$ cat config.mk
export PLATFORM = sky130hd
export DESIGN_NAME = quadra_pipe_ctrl
export DESIGN_NICKNAME = d
export VERILOG_FILES = /design/src/rtl/quadra_pipe_ctrl.sv
export SDC_FILE = /design/constraint.sdc
export NUM_CORES = 1
export LEC_CHECK = 0
export ABC_AREA = 1
export CAP_MARGIN = 10
export CELL_PAD_IN_SITES_DETAIL_PLACEMENT = 1
export CELL_PAD_IN_SITES_GLOBAL_PLACEMENT = 2
export CORE_AREA = 3 3 105 107
export DETAILED_ROUTE_END_ITERATION = 16
export DIE_AREA = 0 0 108 110
export GPL_TIMING_DRIVEN = 0
export PLACE_DENSITY_LB_ADDON = 0.1
export SLEW_MARGIN = 25
export SYNTH_ARGS = -nofsm -noshare
export SYNTH_HDL_FRONTEND = slang
export SYNTH_SLANG_ARGS = --single-unit
$ cat constraint.sdc
create_clock -name clk -period 3.8 [get_ports clk]
set_clock_uncertainty 0.15 [all_clocks]
set_input_delay 0.76 -clock clk [delete_from_list [all_inputs] [get_ports clk]]
set_output_delay 0.76 -clock clk [all_outputs]
set_load 0.05 [all_outputs]
$ cat src/rtl/quadra_pipe_ctrl.sv
// Issue/credit controller for a fixed-latency datapath. Results land in a
// circular buffer; credits keep the buffer from ever overflowing.
module quadra_pipe_ctrl #(
   parameter int WIDTH   = 16,
   parameter int LATENCY = 3,
   parameter int DEPTH   = 4
) (
   input  logic             clk,
   input  logic             rst,
   input  logic             enable_i,
   input  logic             flush_i,
   input  logic             in_valid_i,
   output logic             in_ready_o,
   output logic             issue_o,
   input  logic [WIDTH-1:0] res_i,
   output logic             out_valid_o,
   input  logic             out_ready_i,
   output logic [WIDTH-1:0] out_data_o,
   output logic             busy_o,
   output logic [4:0]       occupancy_o
);

   localparam int              PW        = (DEPTH > 1) ? $clog2(DEPTH) : 1;
   localparam logic [4:0]      DEPTH_C   = 5'(DEPTH);
   localparam logic [4:0]      LAST_WAIT = 5'(LATENCY - 1);
   localparam logic [PW-1:0]   LAST_PTR  = PW'(DEPTH - 1);

   typedef enum logic [1:0] {IDLE, RUN, FLUSH} state_t;

   state_t             state_reg;
   logic [LATENCY-1:0] vld_reg;
   logic [LATENCY-1:0] vld_next;
   logic [PW-1:0]      wr_ptr_reg;
   logic [PW-1:0]      rd_ptr_reg;
   logic [4:0]         fifo_count_reg;
   logic [4:0]         wait_reg;
   logic [4:0]         inflight;
   logic [4:0]         credits;
   logic               push;
   logic               pop;
   logic [WIDTH-1:0]   mem [DEPTH];

   always_comb begin
      inflight = '0;
      for (int i = 0; i < LATENCY; i++) begin
         inflight = inflight + 5'(vld_reg[i]);
      end
   end

   always_comb begin
      vld_next    = '0;
      vld_next[0] = issue_o;
      for (int i = 1; i < LATENCY; i++) begin
         vld_next[i] = vld_reg[i-1];
      end
   end

   // Credits come from registered counts only, so a pop frees its slot a cycle later.
   assign credits     = DEPTH_C - fifo_count_reg - inflight;
   assign in_ready_o  = (state_reg == RUN) && (credits != 5'd0);
   assign issue_o     = in_valid_i && in_ready_o;
   assign push        = vld_reg[LATENCY-1] && (state_reg != FLUSH);
   assign out_valid_o = (fifo_count_reg != 5'd0);
   assign pop         = out_valid_o && out_ready_i;
   assign out_data_o  = mem[rd_ptr_reg];
   assign occupancy_o = fifo_count_reg + inflight;
   assign busy_o      = (state_reg == FLUSH) || (occupancy_o != 5'd0);

   always_ff @(posedge clk or posedge rst) begin
      if (rst) begin
         state_reg      <= IDLE;
         vld_reg        <= '0;
         wr_ptr_reg     <= '0;
         rd_ptr_reg     <= '0;
         fifo_count_reg <= '0;
         wait_reg       <= '0;
      end else if (flush_i) begin
         state_reg      <= FLUSH;
         vld_reg        <= '0;
         wr_ptr_reg     <= '0;
         rd_ptr_reg     <= '0;
         fifo_count_reg <= '0;
         wait_reg       <= '0;
      end else begin
         vld_reg        <= vld_next;
         fifo_count_reg <= fifo_count_reg + 5'(push) - 5'(pop);
         if (push) begin
            wr_ptr_reg <= (wr_ptr_reg == LAST_PTR) ? '0 : wr_ptr_reg + PW'(1);
         end
         if (pop) begin
            rd_ptr_reg <= (rd_ptr_reg == LAST_PTR) ? '0 : rd_ptr_reg + PW'(1);
         end
         case (state_reg)
            IDLE: if (enable_i) state_reg <= RUN;
            RUN:  if (!enable_i) state_reg <= IDLE;
            FLUSH: begin
               if (wait_reg == LAST_WAIT) begin
                  state_reg <= enable_i ? RUN : IDLE;
                  wait_reg  <= '0;
               end else begin
                  wait_reg <= wait_reg + 5'd1;
               end
            end
            default: state_reg <= IDLE;
         endcase
      end
   end

   // Storage has no reset; contents are only observed behind a nonzero count.
   always_ff @(posedge clk) begin
      if (push) begin
         mem[wr_ptr_reg] <= res_i;
      end
   end

   a_no_overflow: assert property (@(posedge clk) disable iff (rst)
      !(push && (fifo_count_reg == DEPTH_C)));

endmodule
Yosys cells after proc, flatten, opt, wreduce, memory -nomap -nowiden
Memories as Yosys holds them, arrays and structs flattened.
Cells that the tools add are included.
{ "totals": {"reg_bits": 19, "latch_bits": 0, "ramBits": 64, "mem_bits_ro": 0, "input_bits": 22, "out_inout_bits": 25, "word_cells": 58, "mem_count": 1} }
{ "op_classes": {"addsub": 10, "mul": 0, "div_mod_pow": 0, "order_cmp": 0, "eq_ne": 9, "n_shift": 0, "n_mux": 19, "bitwise": 0, "reduce_logical": 13} }
{ "memory_table": {"columns": ["memory", "words", "word_bits", "rd", "rd_clocked_by_memory_dff", "wr", "line_no", "text"], "rows": [
  ["mem", 4, 16, 1, 0, 1, "41", "logic [WIDTH-1:0] mem [DEPTH];"]
]} }
{ "op_table": {"columns": ["cell", "n"], "rows": [
  ["$mux 2", 10],
  ["$mux 5", 4],
  ["$reduce_bool 5->1", 3],
  ["$eq 2x2->1 const B", 3],
  ["$ne 3x3->1 const B", 2],
  ["$pmux 2 s3", 1],
  ["$reduce_bool 2->1", 3],
  ["$add 5x1->5", 1],
  ["$add 5x1->5 const B", 1],
  ["$add 5x3->5", 1],
  ["$eq 5x2->1 const B", 1],
  ["$sub 3x5->5 const A", 1],
  ["$sub 5x1->5", 1],
  ["$sub 5x3->5", 1],
  ["$add 2x1->2 const B", 2],
  ["$logic_and 1x1->1", 4],
  ["$add 2x1->3", 1],
  ["$mux 1", 3],
  ["$mux 3", 1],
  ["$ne 3x2->1 const B", 1],
  ["$reduce_and 3->1", 1],
  ["$add 1x1->2", 1],
  ["$eq 2x1->1 const B", 1],
  ["$logic_not 2->1", 1],
  ["2 further kinds", 2]
]} }

Depth between registers and ports, before layout
{ "depth": {"word_depth": 7, "depth_mapped": 15, "ltp_nobuf": 15} }

Worst setup path after synthesis
OpenSTA, ideal clock, no wires.
{ "synth_path": {"path_type": "reg2out", "start": "reg vld_reg[0]", "end": "out busy_o", "arrival_time_ns": 2.908, "required_time_ns": 2.890, "setup_slack_ns": -0.018, "path_stages_with_launch": 9, "path_buffers": 0, "path_cell_list": "dfrtp_1 inv_1 fa_1 inv_1 ha_1 fa_1 nand2_1 xor2_1 nand3b_1"} }
{ "synth_between": {"elab_chain_cells": 5} }
{ "synth_lines": {"columns": ["element", "line_no", "text"], "rows": [
  ["from (decl)", "31", "logic [LATENCY-1:0] vld_reg;"],
  ["from (signal assigned)", "85", "vld_reg <= vld_next;"],
  ["$add 1x1->2", "46", "inflight = inflight + 5'(vld_reg[i]);"],
  ["$add 2x1->3", "46", null],
  ["$add 5x3->5", "66", "assign occupancy_o = fifo_count_reg + inflight;"],
  ["via occupancy_o[4]", "20", "output logic [4:0] occupancy_o"],
  ["$reduce_bool 5->1", "67", "assign busy_o = (state_reg == FLUSH) || (occupancy_o != 5'd0);"],
  ["$logic_or 1x1->1", "67", null],
  ["to (decl)", "19", "output logic busy_o,"]
]} }
The timed path passes the listed nets, and every way through them passes these cells.

Worst setup path after layout
{ "layout_path": {"start": "reg vld_reg[1]", "end": "out busy_o"} }
{ "layout_between": {"elab_chain_cells": 5} }
{ "layout_lines": {"columns": ["element", "line_no"], "rows": [
  ["$add 1x1->2", "46"],
  ["$add 2x1->3", "46"],
  ["$add 5x3->5", "66"],
  ["$reduce_bool 5->1", "67"],
  ["$logic_or 1x1->1", "67"]
]} }
Every way passes these cells.

==> impl_table.tex <==
\begin{tabular}{lr}
\hline
Metric & Value \\
\hline
\multicolumn{2}{l}{\textbf{Placed design}} \\
Placed wire-length estimate after detailed placement & 6040 um \\
Routability cong. & 0.692 \\
Quantity of I/O buffers inserted on ports & 46 \\
\multicolumn{2}{l}{\textbf{Worst setup path}} \\
Critical Path, Cell by Cell & inv\_1 > fa\_2 > inv\_1 > ha\_2 > fa\_1 > or2\_2 > nor3\_2 > nand3b\_1 > buf\_6 \\
Critical path buffer and inverter count & 3 \\
Class of the most critical setup path & flop to output port \\
Critical R2R Capture & fifo\_count\_reg[4]\$\_DFF\_PP0\_ \\
Worst Reg-to-Reg Cells & 15 \\
Top delay family on crit path & adder cells \\
Type of destination of the critical path & output port \\
Cell with the biggest individual delay on the critical path & sky130\_fd\_sc\_hd\_\_fa\_2 \\
Worst path max stage delay & 590 ps \\
Data arrival time of the worst path & 2730 ps \\
Most frequent cell on the critical path & sky130\_fd\_sc\_hd\_\_inv\_1 \\
Register-to-register setup slack & 990 ps \\
Data required time at the worst endpoint & 2890 ps \\
Crit path max fanout & 2 \\
Startpoint type of the worst setup path & flop \\
Critical R2R Launch & fifo\_count\_reg[2]\$\_DFF\_PP0\_ \\
\multicolumn{2}{l}{\textbf{Synth}} \\
Number of distinct library cell variants in the gate-level netlist after synthesis & 29 \\
Biggest area consumer among synthesized cells & sky130\_fd\_sc\_hd\_\_edfxtp\_1 \\
Number of instances in the synthesized netlist & 325 \\
Biggest area contributors in the synthesized netlist & sky130\_fd\_sc\_hd\_\_edfxtp\_1, sky130\_fd\_sc\_hd\_\_dfrtp\_1, sky130\_fd\_sc\_hd\_\_ha\_1, sky130\_fd\_sc\_hd\_\_nor2\_1, sky130\_fd\_sc\_hd\_\_o21ai\_0 \\
Synthesized area per cell & 11.6 sq um \\
Proportion of register bits with asynchronous set or reset after synthesis & 22.9\% \\
Fraction of post-synthesis cell area in the top cell type by area & 51.0\% \\
Main flop type after synthesis & sky130\_fd\_sc\_hd\_\_edfxtp\_1 \\
Post-synthesis instance area & 3770 sq um \\
Number of enable-type register cells in the synthesized netlist & 64 \\
Register bit total from synthesis & 83 \\
Count of warnings emitted by yosys & 0 \\
Nets in the synthesized netlist & 370 \\
Sequential fraction of the synthesis area & 63.6\% \\
\multicolumn{2}{l}{\textbf{Power}} \\
Leakage & 1.83 nW \\
Total power & 2.91 mW \\
IR Drop Worst-Case VDD & 325 uV \\
Power per Cell Area & 624 nW/um\^{}2 \\
\multicolumn{2}{l}{\textbf{Floorplanning}} \\
Placeable Area & 10200 sq um \\
Floorplan die width & 108 um \\
Starting utilization of the core area & 36.8\% \\
Die span in y & 110 um \\
Top-Level Pins & 47 \\
Row cnt & 37 \\
Die Footprint & 11900 sq um \\
\multicolumn{2}{l}{\textbf{Route}} \\
Antenna-violating nets left & 0 \\
Post-DR vias/cell & 4.81 \\
First-pass iteration count of the detailed router & 4 \\
Routed length per instance & 16.6 um \\
Remaining routing DRC violations & 0 \\
Total Wirelength & 8730 um \\
Via count & 2531 \\
Starting DRC count in detailed routing & 98 \\
\multicolumn{2}{l}{\textbf{Cells and area}} \\
Commonest non-fill, non-tap cell in the layout & sky130\_fd\_sc\_hd\_\_edfxtp\_1 \\
Signed area change from the synthesized netlist to the final layout & 23.8\% \\
Number of nets in the final layout & 431 \\
Largest register FFs & 64 \\
Number of inserted diodes & 0 \\
Final core area utilization & 45.6\% \\
Commonest non-fill, non-tap cells in the layout & sky130\_fd\_sc\_hd\_\_edfxtp\_1, sky130\_fd\_sc\_hd\_\_nor2\_1, sky130\_fd\_sc\_hd\_\_clkdlybuf4s50\_1 \\
Count of fill cells added during filler insertion & 1125 \\
Layout cells sized above 1 & 15.9\% \\
\multicolumn{2}{l}{\textbf{Min path}} \\
Hold\_sp & vld\_reg[0]\$\_DFF\_PP0\_ \\
Hold Path Sink & vld\_reg[1]\$\_DFF\_PP0\_ \\
Hold Path Stages & 2 \\
Worst hold path class & flop to flop \\
\multicolumn{2}{l}{\textbf{Timing}} \\
Min cycle time layout & 3640 ps \\
Maximum clock frequency & 274 MHz \\
Tightest Pin Transition & 766 ps \\
Share of the clock period used by the worst path after layout & 95.9\% \\
Final Slew Violations & 0 \\
Final-report hold violation count & 0 \\
Headroom to the max-slew limit & 48.9\% \\
Number of endpoints failing setup at the final stage & 0 \\
\multicolumn{2}{l}{\textbf{Global route}} \\
Via count of the first global-routing pass & 2681 \\
Global router's overall resource usage & 15.9\% \\
Wire length of the first global-routing pass & 14100 um \\
Overflow after GRT & 0 \\
Largest net degree at the start of global routing & 20 \\
Number of antenna violations at the first check in global routing & 0 \\
\multicolumn{2}{l}{\textbf{Clock network}} \\
Post-CTS clock slew at the launch and capture registers of the worst setup and hold paths & 80 ps \\
Clock sink count & 83 \\
CTS tree & built \\
Maximum count of clock buffers along a single path & 2 \\
Hold-fix buffers, CTS & 0 \\
Clk Tree Root Cell & sky130\_fd\_sc\_hd\_\_clkbuf\_8 \\
Number of H-tree levels & 3 \\
Clock buffer count from CTS & 9 \\
Worst-skew pair later-pin latency & 350 ps \\
\multicolumn{2}{l}{\textbf{Run status}} \\
Status & finished, final reports clean \\
\multicolumn{2}{l}{\textbf{Job}} \\
Max-cap violations & 0 \\
\hline
\end{tabular}
==> cell usage after synthesis (2+ instances only) <==
cell,number
sky130_fd_sc_hd__buf_2,5
sky130_fd_sc_hd__nand2_2,4
sky130_fd_sc_hd__nand3_1,9
sky130_fd_sc_hd__o21ai_0,30
sky130_fd_sc_hd__dfrtp_1,19
sky130_fd_sc_hd__a21oi_1,2
sky130_fd_sc_hd__fa_1,4
sky130_fd_sc_hd__ha_1,19
sky130_fd_sc_hd__edfxtp_1,64
sky130_fd_sc_hd__xor2_1,6
sky130_fd_sc_hd__inv_2,5
sky130_fd_sc_hd__o22ai_1,19
sky130_fd_sc_hd__nor2_1,52
sky130_fd_sc_hd__nor2_2,2
sky130_fd_sc_hd__buf_4,6
sky130_fd_sc_hd__o21ai_1,9
sky130_fd_sc_hd__nand3_2,2
sky130_fd_sc_hd__nand2_1,22
sky130_fd_sc_hd__nand4_1,3
sky130_fd_sc_hd__inv_1,34
==> worst max-delay path by stage <==
stage	startpoint	to	depth (start not counted)
floorplan	vld_reg[0]$_DFF_PP0_	busy_o	8
global placement	vld_reg[0]$_DFF_PP0_	in_ready_o	13
detailed placement	vld_reg[0]$_DFF_PP0_	in_ready_o	13
CTS	vld_reg[0]$_DFF_PP0_	in_ready_o	13
global route	vld_reg[1]$_DFF_PP0_	issue_o	14
finish	vld_reg[1]$_DFF_PP0_	busy_o	9
==> worst register-to-register path: stages, from the launching register on <==
cell and delay [ps]:
sky130_fd_sc_hd__dfrtp_1 440, sky130_fd_sc_hd__inv_1 180, sky130_fd_sc_hd__ha_1 170, sky130_fd_sc_hd__nand4_1 140, sky130_fd_sc_hd__nand2_1 180, sky130_fd_sc_hd__inv_2 70, sky130_fd_sc_hd__ha_1 270, sky130_fd_sc_hd__inv_1 40
sky130_fd_sc_hd__ha_1 200, sky130_fd_sc_hd__fa_1 420, sky130_fd_sc_hd__nand2_1 100, sky130_fd_sc_hd__a21oi_1 60, sky130_fd_sc_hd__nor2_1 130, sky130_fd_sc_hd__nand2_1 60, sky130_fd_sc_hd__nand2_1 60, sky130_fd_sc_hd__nor2_1 40
==> cell families after synthesis <==
kind of cell | share of synthesized area, %
simple gates | 11.6
flops | 63.6
compound gates | 8.76
buf+inv | 6.04
fa+ha+maj | 8.43
xor+xnor | 1.63
==> layer usage <==
layer	vias up	GRT usage (%)	wire length [um]	part of all wire [%]
met5	-	0	0	0
met4	0	5.14	103	1.2
met3	11	3.49	313	3.6
met2	39	27.4	4410	51
met1	1254	20.0	3900	45
li1	1227	-	-	-
==> what timing repair did <==
action,4_1_cts,5_1_grt
pin swaps,0,4
endpoints found under the setup margin,6,6
buffers inserted,0,1
gates resized for setup,19,21
cloned,0,0
==> layout make-up <==
class / instances / area, sq um / area share [%]
Multi-Input combinational cell: 190 / 1200 / 25.7
Timing Repair Buffer: 50 / 497 / 10.6
Inverter: 41 / 158 / 3.38
Tap cell: 136 / 170 / 3.65
Clock buffer: 11 / 131 / 2.82
Clock inverter: 4 / 42.5 / 0.912
Buffer: 11 / 70.1 / 1.50
Sequential cell: 83 / 2400 / 51.4
==> report_power, final <==
group	switching [mW]	internal (mW)	total [mW]
logic	0.837	0.418	1.25
clock network	0.305	0.296	0.601
registers	0.0420	1.01	1.05
total	1.18	1.73	2.91
==> through the flow <==
stage                     setup TNS, ps  cells  hold slack [ps]  worst slack (ps)  cell area, sq um
after floorplan                       0    325              313              30.3              3780
after global placement             -460    507              330              -181              4410
after detailed placement           -445    510              347              -192              4460
after CTS                          -137    525              371              -137              4630
after global routing              -9.76    526              405             -9.76              4670
final                                 0    526              355               156              4670
No activity file was read; power rests on OpenSTA's default activity.
